`config.mk`:
```
export PLATFORM = sky130hd
export DESIGN_NAME = tpu_control_unit
export DESIGN_NICKNAME = d
export VERILOG_FILES = /design/src/rtl/tpu_pkg.sv /design/src/rtl/tpu_control_unit.sv
export SDC_FILE = /design/constraint.sdc
export NUM_CORES = 1
export LEC_CHECK = 0
export BUFFER_PORTS_ARGS = -buffer_cell sky130_fd_sc_hd__buf_2
export CAP_MARGIN = 20
export CORE_ASPECT_RATIO = 0.7
export CORE_MARGIN = 5
export CORE_UTILIZATION = 30
export CTS_BUF_LIST = sky130_fd_sc_hd__clkbuf_8
export DETAILED_ROUTE_END_ITERATION = 7
export PLACE_DENSITY_LB_ADDON = 0.2
export SLEW_MARGIN = 15
export SYNTH_ARGS = -nofsm -noshare
export SYNTH_HDL_FRONTEND = slang
export SYNTH_SLANG_ARGS = --single-unit
```
`constraint.sdc`:
```
create_clock -name clk -period 2.4 [get_ports clk]
set_input_delay 0.48 -clock clk [delete_from_list [all_inputs] [get_ports clk]]
set_output_delay 0.48 -clock clk [all_outputs]
set_load 0.005 [all_outputs]
```
`src/rtl/tpu_pkg.sv`:
```
// Shared TPU instruction encoding, control-unit state and strobe types.
// Used by the control unit, the instruction fetch logic and the bench.
package tpu_pkg;

    localparam int INSTR_W    = 16;
    localparam int OPCODE_MSB = 15;
    localparam int OPCODE_LSB = 13;
    localparam int OPERAND_W  = 13;

    typedef enum logic [2:0] {
        OP_HALT        = 3'b000,
        OP_LOAD_ADDR   = 3'b001,
        OP_LOAD_WEIGHT = 3'b010,
        OP_LOAD_INPUT  = 3'b011,
        OP_COMPUTE     = 3'b100,
        OP_STORE       = 3'b101
    } opcode_t;

    typedef enum logic [1:0] {
        IDLE = 2'd0,
        EXEC = 2'd1,
        HALT = 2'd2
    } ctrl_state_t;

    typedef struct packed {
        logic load_weight;
        logic load_input;
        logic compute;
        logic store;
    } strobe_t;

    // One-hot datapath strobe for a multi-cycle opcode; zero for anything else.
    function automatic strobe_t op_strobe(input opcode_t op);
        strobe_t s;
        s = '0;
        case (op)
            OP_LOAD_WEIGHT: s.load_weight = 1'b1;
            OP_LOAD_INPUT:  s.load_input  = 1'b1;
            OP_COMPUTE:     s.compute     = 1'b1;
            OP_STORE:       s.store       = 1'b1;
            default:        s = '0;
        endcase
        return s;
    endfunction

endpackage

```
`src/rtl/tpu_control_unit.sv`:
```
// TPU instruction decode and strobe sequencer: accepts one instruction when idle,
// then drives a single datapath strobe for C cycles with an incrementing address.
module tpu_control_unit
    import tpu_pkg::*;
#(
    parameter int LOAD_CYCLES    = 2,
    parameter int COMPUTE_CYCLES = 6,
    parameter int STORE_CYCLES   = 2,
    parameter int ADDR_W         = OPERAND_W
) (
    input  logic               clk,
    input  logic               reset,
    input  logic               instr_valid,
    output logic               instr_ready,
    input  logic [INSTR_W-1:0] instruction,
    output logic [ADDR_W-1:0]  mem_addr,
    output logic               load_weight,
    output logic               load_input,
    output logic               compute_en,
    output logic               store_en,
    output logic               halted,
    output logic               err_illegal
);

    localparam int CNT_W = 8;

    ctrl_state_t          state;
    logic [ADDR_W-1:0]    base_addr;
    logic [CNT_W-1:0]     cnt;
    logic [CNT_W-1:0]     last;
    logic [CNT_W-1:0]     cnt_nxt;
    strobe_t              stb;
    opcode_t              opc;
    logic [OPERAND_W-1:0] operand;

    assign opc     = opcode_t'(instruction[OPCODE_MSB:OPCODE_LSB]);
    assign operand = instruction[OPERAND_W-1:0];
    assign cnt_nxt = cnt + CNT_W'(1);

    function automatic logic [CNT_W-1:0] op_cycles(input opcode_t op);
        case (op)
            OP_LOAD_WEIGHT, OP_LOAD_INPUT: return CNT_W'(LOAD_CYCLES);
            OP_COMPUTE:                    return CNT_W'(COMPUTE_CYCLES);
            default:                       return CNT_W'(STORE_CYCLES);
        endcase
    endfunction

    // mem_addr always tracks base_addr + cnt, so it is updated alongside cnt
    // rather than added combinationally on the output.
    always_ff @(posedge clk or posedge reset) begin
        if (reset) begin
            state       <= IDLE;
            base_addr   <= '0;
            cnt         <= '0;
            last        <= '0;
            stb         <= '0;
            mem_addr    <= '0;
            instr_ready <= 1'b1;
            halted      <= 1'b0;
            err_illegal <= 1'b0;
        end else begin
            case (state)
                IDLE: begin
                    if (instr_valid) begin
                        case (opc)
                            OP_LOAD_ADDR: begin
                                base_addr <= ADDR_W'(operand);
                                mem_addr  <= ADDR_W'(operand);
                            end
                            OP_LOAD_WEIGHT, OP_LOAD_INPUT, OP_COMPUTE, OP_STORE: begin
                                state       <= EXEC;
                                cnt         <= '0;
                                last        <= op_cycles(opc) - CNT_W'(1);
                                stb         <= op_strobe(opc);
                                instr_ready <= 1'b0;
                            end
                            OP_HALT: begin
                                state       <= HALT;
                                instr_ready <= 1'b0;
                                halted      <= 1'b1;
                            end
                            default: err_illegal <= 1'b1;
                        endcase
                    end
                end
                EXEC: begin
                    if (cnt == last) begin
                        state       <= IDLE;
                        cnt         <= '0;
                        stb         <= '0;
                        mem_addr    <= base_addr;
                        instr_ready <= 1'b1;
                    end else begin
                        cnt      <= cnt_nxt;
                        mem_addr <= base_addr + ADDR_W'(cnt_nxt);
                    end
                end
                HALT: begin
                    state <= HALT;
                end
                default: begin
                    state       <= IDLE;
                    cnt         <= '0;
                    stb         <= '0;
                    mem_addr    <= base_addr;
                    instr_ready <= 1'b1;
                end
            endcase
        end
    end

    assign load_weight = stb.load_weight;
    assign load_input  = stb.load_input;
    assign compute_en  = stb.compute;
    assign store_en    = stb.store;

endmodule

```
==> results of run 1 <==
==> kinds of logic after synthesis <==
| logic type | share of synthesized area (%) |
|---|---|
| xor gates and xnor gates | 3.83 |
| DFF | 41.1 |
| adders and majority gates | 5.29 |
| buffers and inverters | 3.65 |
| muxes | 5.29 |
| and+or+nand+nor | 17.0 |
| AOI/OAI and AO/OA | 23.8 |
==> layout make-up <==
cell class | instances | share of cell area, %
multi-input combinational | 210 | 48.1
sequential | 45 | 31.7
timing repair buffer | 70 | 12.3
tap | 124 | 4.36
clock buffer | 5 | 1.94
inverter | 10 | 1.06
clock inverter | 3 | 0.528
==> path summary, 6_finish.rpt <==
check / slack (ps) / endpoint
max in group asynchronous: 1680 / mem_addr[7]
min: 300 / err_illegal
min reg2reg: 470 / halted
max: 50 / mem_addr[7]
min in group clk: 400 / base_addr[1]
max reg2reg: 50 / mem_addr[7]
==> flip-flops by register name (all words and copies together) (netlist names) <==
register / flops
last: 2
compute_en: 1
err_illegal: 1
instr_ready: 1
load_input: 1
base_addr: 13
state: 2
load_weight: 1
mem_addr: 13
cnt: 8
halted: 1
store_en: 1
==> timing repair <==
item | in CTS | in global routing
resized for setup | 3 | 28
setup endpoints to repair | 4 | 9
pin swaps | 2 | 17
buffers inserted | 1 | 4
hold endpoints to repair | 0 | 0
==> layer usage <==
metal,track usage [%],vias up
li1,-,1168
met1,21.7,1133
met2,18.7,58
met3,3.79,10
met4,2.92,0
met5,0,-
==> stage by stage <==
stage	util, %	TNS [ps]	total power [W]	hold WS, ps
after floorplan	-	0	0.00268	451
after global placement	36.0	-166	0.00345	438
after detailed placement	36.0	-130	0.00346	448
after CTS	37.1	-11.0	0.00399	324
after global routing	39.5	-94.5	0.00451	364
final	39.5	0	0.00415	305
==> power by group through the flow <==
stage | combinational [W] | clock [W] | sequential, W
final | 0.00233 | 0.000484 | 0.00134
after global routing | 0.00258 | 0.000538 | 0.00139
after floorplan | 0.00137 | 0 | 0.00130
after detailed placement | 0.00213 | 0 | 0.00134
after CTS | 0.00216 | 0.000510 | 0.00132
after global placement | 0.00212 | 0 | 0.00133
==> cell usage after synthesis (3+ instances only) <==
| cell | n | share of area [%] |
|---|---|---|
| a211oi_1 | 3 | 0.82 |
| a21o_1 | 6 | 1.6 |
| a21oi_1 | 11 | 2.0 |
| a221oi_1 | 3 | 0.96 |
| a22o_1 | 7 | 2.2 |
| a22oi_1 | 3 | 0.82 |
| a31oi_1 | 4 | 0.91 |
| and2_1 | 3 | 0.68 |
| and3_1 | 5 | 1.1 |
| buf_2 | 5 | 0.91 |
| clkbuf_1 | 4 | 0.55 |
| dfrtp_1 | 44 | 40 |
| ha_1 | 10 | 4.6 |
| inv_1 | 10 | 1.4 |
| mux2_1 | 8 | 3.3 |
| mux2_2 | 4 | 1.6 |
| nand2_1 | 27 | 3.7 |
| nand2b_1 | 5 | 1.1 |
| nand3_1 | 6 | 1.1 |
| nor2_1 | 15 | 2.1 |
| nor2b_1 | 3 | 0.68 |
| nor3_1 | 5 | 0.91 |
| nor3b_1 | 3 | 0.82 |
| o211ai_1 | 5 | 1.4 |
| o21ai_0 | 9 | 1.6 |
| o21ai_1 | 6 | 1.1 |
| o22ai_1 | 7 | 1.6 |
| o31ai_1 | 4 | 1.1 |
| xnor2_1 | 6 | 1.9 |
| xor2_1 | 6 | 1.9 |
==> worst max-delay path, stage by stage (launching register included) <==
cell	delay, ps
dfrtp_1	430
ha_4	200
nand3_1	120
xnor2_2	180
ha_4	300
nor3_1	50
or3_4	360
buf_4	160
a211o_1	280
nand3_1	90
a21oi_1	70
==> reports/metrics.csv, run 1 <==
stage;metric;value;unit
pwr;power-per-cell-area;1170;mW/mm2
floorplan;start_util;30.5;%
finish;final_nets;372;
sta;timing.final.crit_share;97.9;%
pwr;seq_power_share;32.3;%
critical_path;crit_start;cnt[1];
detailed_routing;vias;2369;
yosys;synth-main-ff-cell;dfrtp_1;
detailed_routing;drtAntennaViolNets;0;
critical_path;worst_r2r_path_depth;10;
finish;area_growth;29.5;%
floorplan;rows;29;
clocking;tritoncts;yes;
critical_path;crit_path_end_kind;flip-flop;
finish;layout_commonest_cell;dfrtp_1;
floorplan;ios;39;
critical_path;start_kind;flip-flop;
critical_path;worst-setup-path-type;flip-flop to flip-flop;
detailed_routing;met1Wirelength;4090;um
clocking;cts.path.max_buffers;2;
critical_path;arrival;2540;ps
floorplan;die_w;124;um
finish;fillers;970;
global_routing;grt_pass1_vias;2277;
yosys;ys_ff_latch;45;
global_routing;grt_pass1_wl;12500;um
yosys;synth_cells;276;
pwr;p_int;0.00233;W
global_routing;track_usage;13.9;%
floorplan;fp.dieH;90.0;um
detailed_routing;wl_met2;3250;um
sta;setup_viol;0;
critical_path;crit_required;2590;ps
sta;skew;7.63;ps
clocking;root_buffer;clkbuf_8;
pwr;clock_power_share;11.7;%
yosys;ys_seq_area_share;41.1;%
global_routing;grt_max_degree;46;
sta;relSlewSlack;56.8;%
sta;rsz0062_at_grt;true;
finish;n_antenna_cell;0;
finish;drive_above_1_share;35.3;%
finish;multiInputGateArea;0.00171;mm2
pwr;p_sw;0.00182;W
placement;port_buffers;38;
detailed_routing;top_layer_used;met4;
detailed_routing;vias_per_cell;5.07;
yosys;mappedNetlistNets;306;
finish;layout_common_cells;44 x dfrtp_1, 38 x buf_2, 30 x buf_4, 27 x nand2_1, 15 x nor2_1;
sta;final_hold_viol_count;0;
sta;setup_slack;49.3;ps
clocking;numCtsBuffers;5;
sta;fmax;425;MHz
critical_path;reg2reg_from;cnt[1];
finish;stdcell_count;467;
yosys;synth_cell_types;62;
yosys;yosysWarningCount;0;
global_routing;antenna_found_initial;0;
detailed_routing;drc;0;
status;status;complete, no violations;
sta;worstMarginPinSlew;649;ps
placement;post_dp_cell_area;0.00324;mm2
detailed_routing;wl_per_cell;16.9;um
pwr;swShare;43.9;%
pwr;peakVddDrop;0.000418;V
clocking;clock-sinks;45;
global_routing;grt-ovfl-total;0;
finish;final_area;0.00355;mm2
pwr;p_leak;1.57;nW
floorplan;core_region_area;0.00900;mm2
clocking;h-tree-depth;2;
placement;place_inst;454;
flow_run;max-cap-violations;0;
placement;gp_congestion;0.866;
detailed_routing;met3_length;491;um
yosys;avgSynthCellArea;9.95;um2
clocking;cts.clk_slew.worst_paths;90;ps
finish;regArea;0.00113;mm2
floorplan;die_area;0.0112;mm2
yosys;ys_async_sr_fraction;100;%
sta;min_period;2350;ps
clocking;cts_hold_buffers;0;
detailed_routing;drt-initial-drc-count;146;
yosys;synth_edf_count;0;
clocking;clk_latency;310;ps
critical_path;cp_max_fo;4;
sta;finalMaxSlewViolations;0;
min_path;hold_path.class;input pin to async pin;
detailed_routing;dr.pass1.iters;4;
placement;place_ws;-82.1;ps
pwr;combinationalPowerShare;56.1;%
yosys;synth.cell_area;0.00275;mm2
detailed_routing;finalWirelength;7900;um
placement;detailed_place_hpwl;5750;um
Power figures use the tool's default switching activity.
==> inputs of run 2 (changes only) <==
- ABC_AREA: default -> 1
==> run 2 against run 1 <==
Against the previous run: the run now ends with setup timing left; total power is 0.78% lower; global-route usage is 0.44 points lower; worst setup slack worse by 120 ps; highest routed layer unchanged; flip-flop and latch count stayed put; clock skew is 2.0 ps higher; clock power is 4.3% lower; critical endpoint is now mem_addr[12]; core utilization is 3.4 points lower; design area is 1.5% lower; maximum frequency is 4.7% lower; non-clock buffer count is 21 lower; register-to-register slack worse by 120 ps.
==> reports/metrics.csv, run 2 <==
stage;metric;value;unit;change
detailed_routing;dr.pass1.iters;5;;was 4
placement;place_ws;-39.3;ps;was -82.1 ps
global_routing;track_usage;13.4;%;was 13.9%
yosys;ys_ff_latch;45;;unchanged
sta;finalMaxSlewViolations;0;;unchanged
yosys;synth.cell_area;0.00297;mm2;was 0.00275 mm2
critical_path;cpMostUsedCell;nand2_1;;
critical_path;crit_buf_inv;2;;was 1
global_routing;grt-ovfl-total;0;;unchanged
critical_path;critical_path.cell_chain;inv_2 -> nor3_4 -> nand3_2 -> nor2_1 -> nand2_1 -> xor2_1 -> ha_1 -> nand2_2 -> inv_2 -> nand2_2 -> nand2_2 -> nand2_1 -> nand2_1 -> nand2_1 -> nand2_1 -> nand2_1 -> nand3_1 -> a21oi_2;;was ha_4 -> nand3_1 -> xnor2_2 -> ha_4 -> nor3_1 -> or3_4 -> buf_4 -> a211o_1 -> nand3_1 -> a21oi_1
floorplan;die_w;129;um;was 124 um
yosys;synth_edf_count;0;;unchanged
finish;area_growth;18.0;%;was 29.5%
min_path;hold_path.class;input pin to async pin;;unchanged
placement;gp_congestion;0.811;;was 0.866
detailed_routing;vias;2537;;was 2369
critical_path;crit_required;2640;ps;was 2590 ps
status;status;finished, violations left;;was complete, no violations
critical_path;cp.depth;18;;was 10
sta;setup_slack;-66.0;ps;was 49.3 ps
clocking;tritoncts;yes;;unchanged
yosys;yosysMostFrequentCell;nand2_1;;was dfrtp_1
detailed_routing;drt-initial-drc-count;165;;was 146
yosys;yosysTopAreaCellShare;37.1;%;was 40.1%
yosys;avgSynthCellArea;8.17;um2;was 9.95 um2
floorplan;start_util;30.6;%;was 30.5%
clocking;cts.clk_slew.worst_paths;90;ps;about the same
flow_run;max-cap-violations;0;;unchanged
floorplan;core_region_area;0.00968;mm2;was 0.00900 mm2
global_routing;antenna_found_initial;0;;unchanged
yosys;synth_top_area_cell;dfrtp_1;;unchanged
sta;rsz0062_at_grt;true;;unchanged
finish;final_area;0.00350;mm2;was 0.00355 mm2
floorplan;fp.dieH;93.2;um;was 90.0 um
detailed_routing;vias_per_cell;4.71;;was 5.07
floorplan;die_area;0.0120;mm2;was 0.0112 mm2
critical_path;worst_r2r_path_depth;18;;was 10
finish;drive_above_1_share;31.4;%;was 35.3%
finish;final_nets;440;;was 372
sta;skew;9.68;ps;was 7.63 ps
placement;port_buffers;38;;unchanged
sta;final_hold_viol_count;0;;unchanged
critical_path;slowest_stage;dfrtp_1;;unchanged
yosys;ys_async_sr_fraction;100;%;unchanged
sta;timing.final.crit_share;103;%;was 97.9%
yosys;synth-main-ff-cell;dfrtp_1;;unchanged
critical_path;cp_max_fo;4;;unchanged
finish;layout_commonest_cell;nand2_1;;was dfrtp_1
pwr;power-per-cell-area;1180;mW/mm2;was 1170 mW/mm2
yosys;synth_cell_types;43;;was 62
detailed_routing;drtAntennaViolNets;0;;unchanged
placement;post_dp_cell_area;0.00328;mm2;was 0.00324 mm2
sta;relSlewSlack;49.2;%;was 56.8%
critical_path;arrival;2710;ps;was 2540 ps
sta;min_period;2470;ps;was 2350 ps
detailed_routing;drc;0;;unchanged
yosys;yosysWarningCount;0;;unchanged
detailed_routing;wl_per_cell;14.5;um;was 16.9 um
clocking;cts.path.max_buffers;2;;unchanged
yosys;synth_cells;363;;was 276
global_routing;grt_pass1_wl;12700;um;was 12500 um
critical_path;critPathTopFamily;simple AND/OR/NAND/NOR gates;;unchanged
global_routing;grt_pass1_vias;2463;;was 2277
placement;detailed_place_hpwl;5750;um;about the same
sta;worstMarginPinSlew;761;ps;was 649 ps
clocking;root_buffer;clkbuf_8;;unchanged
yosys;synth_area_leaders;dfrtp_1 37%, nand2_1 10%, inv_1 5.8%;;was dfrtp_1 40%, ha_1 4.6%, nand2_1 3.7%
status;failed_checks;setup timing;;
yosys;ys_seq_area_share;38.0;%;was 41.1%
pwr;p_leak;1.73;nW;was 1.57 nW
critical_path;critPathMaxStageDelay;420;ps;was 430 ps
critical_path;worst-setup-path-type;flip-flop to flip-flop;;unchanged
finish;layout_common_cells;73 x nand2_1, 45 x inv_1, 44 x dfrtp_1, 38 x buf_2, 27 x nor2_1;;was 44 x dfrtp_1, 38 x buf_2, 30 x buf_4, 27 x nand2_1, 15 x nor2_1
finish;n_antenna_cell;0;;unchanged
clocking;clock-sinks;45;;unchanged
critical_path;crit_path_end_kind;flip-flop;;unchanged
clocking;h-tree-depth;2;;unchanged
clocking;clk_latency;300;ps;was 310 ps
yosys;mappedNetlistNets;393;;was 306
pwr;peakVddDrop;0.000574;V;was 0.000418 V
yosys;ys_top_cells_by_count;81 x nand2_1, 46 x inv_1, 44 x dfrtp_1;;was 44 x dfrtp_1, 27 x nand2_1, 15 x nor2_1
sta;setup_viol;5;;was 0
finish;top_regs;base_addr (13), mem_addr (13), cnt (8);;unchanged
global_routing;grt_max_degree;35;;was 46
sta;fmax;406;MHz;was 425 MHz
clocking;numCtsBuffers;5;;unchanged
floorplan;rows;30;;was 29
clocking;cts_hold_buffers;0;;unchanged
critical_path;start_kind;flip-flop;;unchanged
floorplan;ios;39;;unchanged
detailed_routing;finalWirelength;7840;um;was 7900 um
## run 2: cell count changes in the layout (fill, tap and decap cells not counted), sizes merged, moves of 5 or more
| cell | previous run | this run |
|---|---|---|
| a22o | 7 | 0 |
| mux2 | 12 | 2 |
| nand3 | 6 | 27 |
| a21oi | 13 | 27 |
| nand4 | 1 | 6 |
| xnor2 | 6 | 1 |
| buf | 70 | 49 |
| a21o | 7 | 1 |
| nand2 | 27 | 86 |
| nand2b | 5 | 0 |
| inv | 11 | 56 |
| a221oi | 5 | 10 |
| o21ai | 15 | 21 |
| nor2 | 16 | 40 |
## run 2: final timing paths
path / start / to / slack (ps)
worst max-delay path: cnt[0] / mem_addr[12] / -70
worst min-delay path: reset / mem_addr[11] / 310
worst max register to register: cnt[0] / mem_addr[12] / -70
worst min register to register: halted / halted / 460
max in group asynchronous: reset / mem_addr[5] / 1470
min in group clk: instruction[0] / base_addr[0] / 430
## run 2: area by class of cell
type                    instances  area, um2
multi-input cells             256       1660
inverters                      53        201
well taps                     128        160
flip-flops and latches         45       1130
repair buffers                 49        273
clock buffers                   5       68.8
clock inverters                 3       11.3
fillers                      1062       6180
## run 2: kinds of logic after synthesis
group	synth area share [%]
DFF	38.0
buffers and inverters	9.49
adders and majority gates	4.89
AOI/OAI and AO/OA	17.3
and+or+nand+nor	26.7
muxes	1.01
xor gates and xnor gates	2.66
## run 2: power by group
group / switching (W) / internal (W)
combinational: 0.00145 / 0.000870
sequential: 0.000276 / 0.00106
clock: 0.000268 / 0.000195
## run 2: layer usage
layer	part of all wire (%)	global-route usage (%)	up-vias	wire length (um)
met5	0	0	-	0
met4	0.48	2.71	0	38
met3	4.0	2.80	4	310
met2	41	18.3	43	3240
met1	54	21.4	1205	4250
li1	-	-	1285	-
## run 2: what timing repair did
item | 4_1_cts | 5_1_grt
endpoints found under the setup margin | 5 | 8
pin swaps | 1 | 9
hold endpoints to repair | 0 | 0
resized for setup | 0 | 30
buffers inserted | 1 | 4
## run 2: per-stage QoR
stage	std cells	power [W]	TNS (ps)	hold slack [ps]	util (%)
final	539	0.00412	-222	311	36.1
after global routing	539	0.00452	-1110	381	36.1
after CTS	535	0.00399	0	341	34.8
after detailed placement	526	0.00350	-59.3	443	33.9
after global placement	526	0.00349	0	437	33.9
after floorplan	363	0.00289	0	434	-
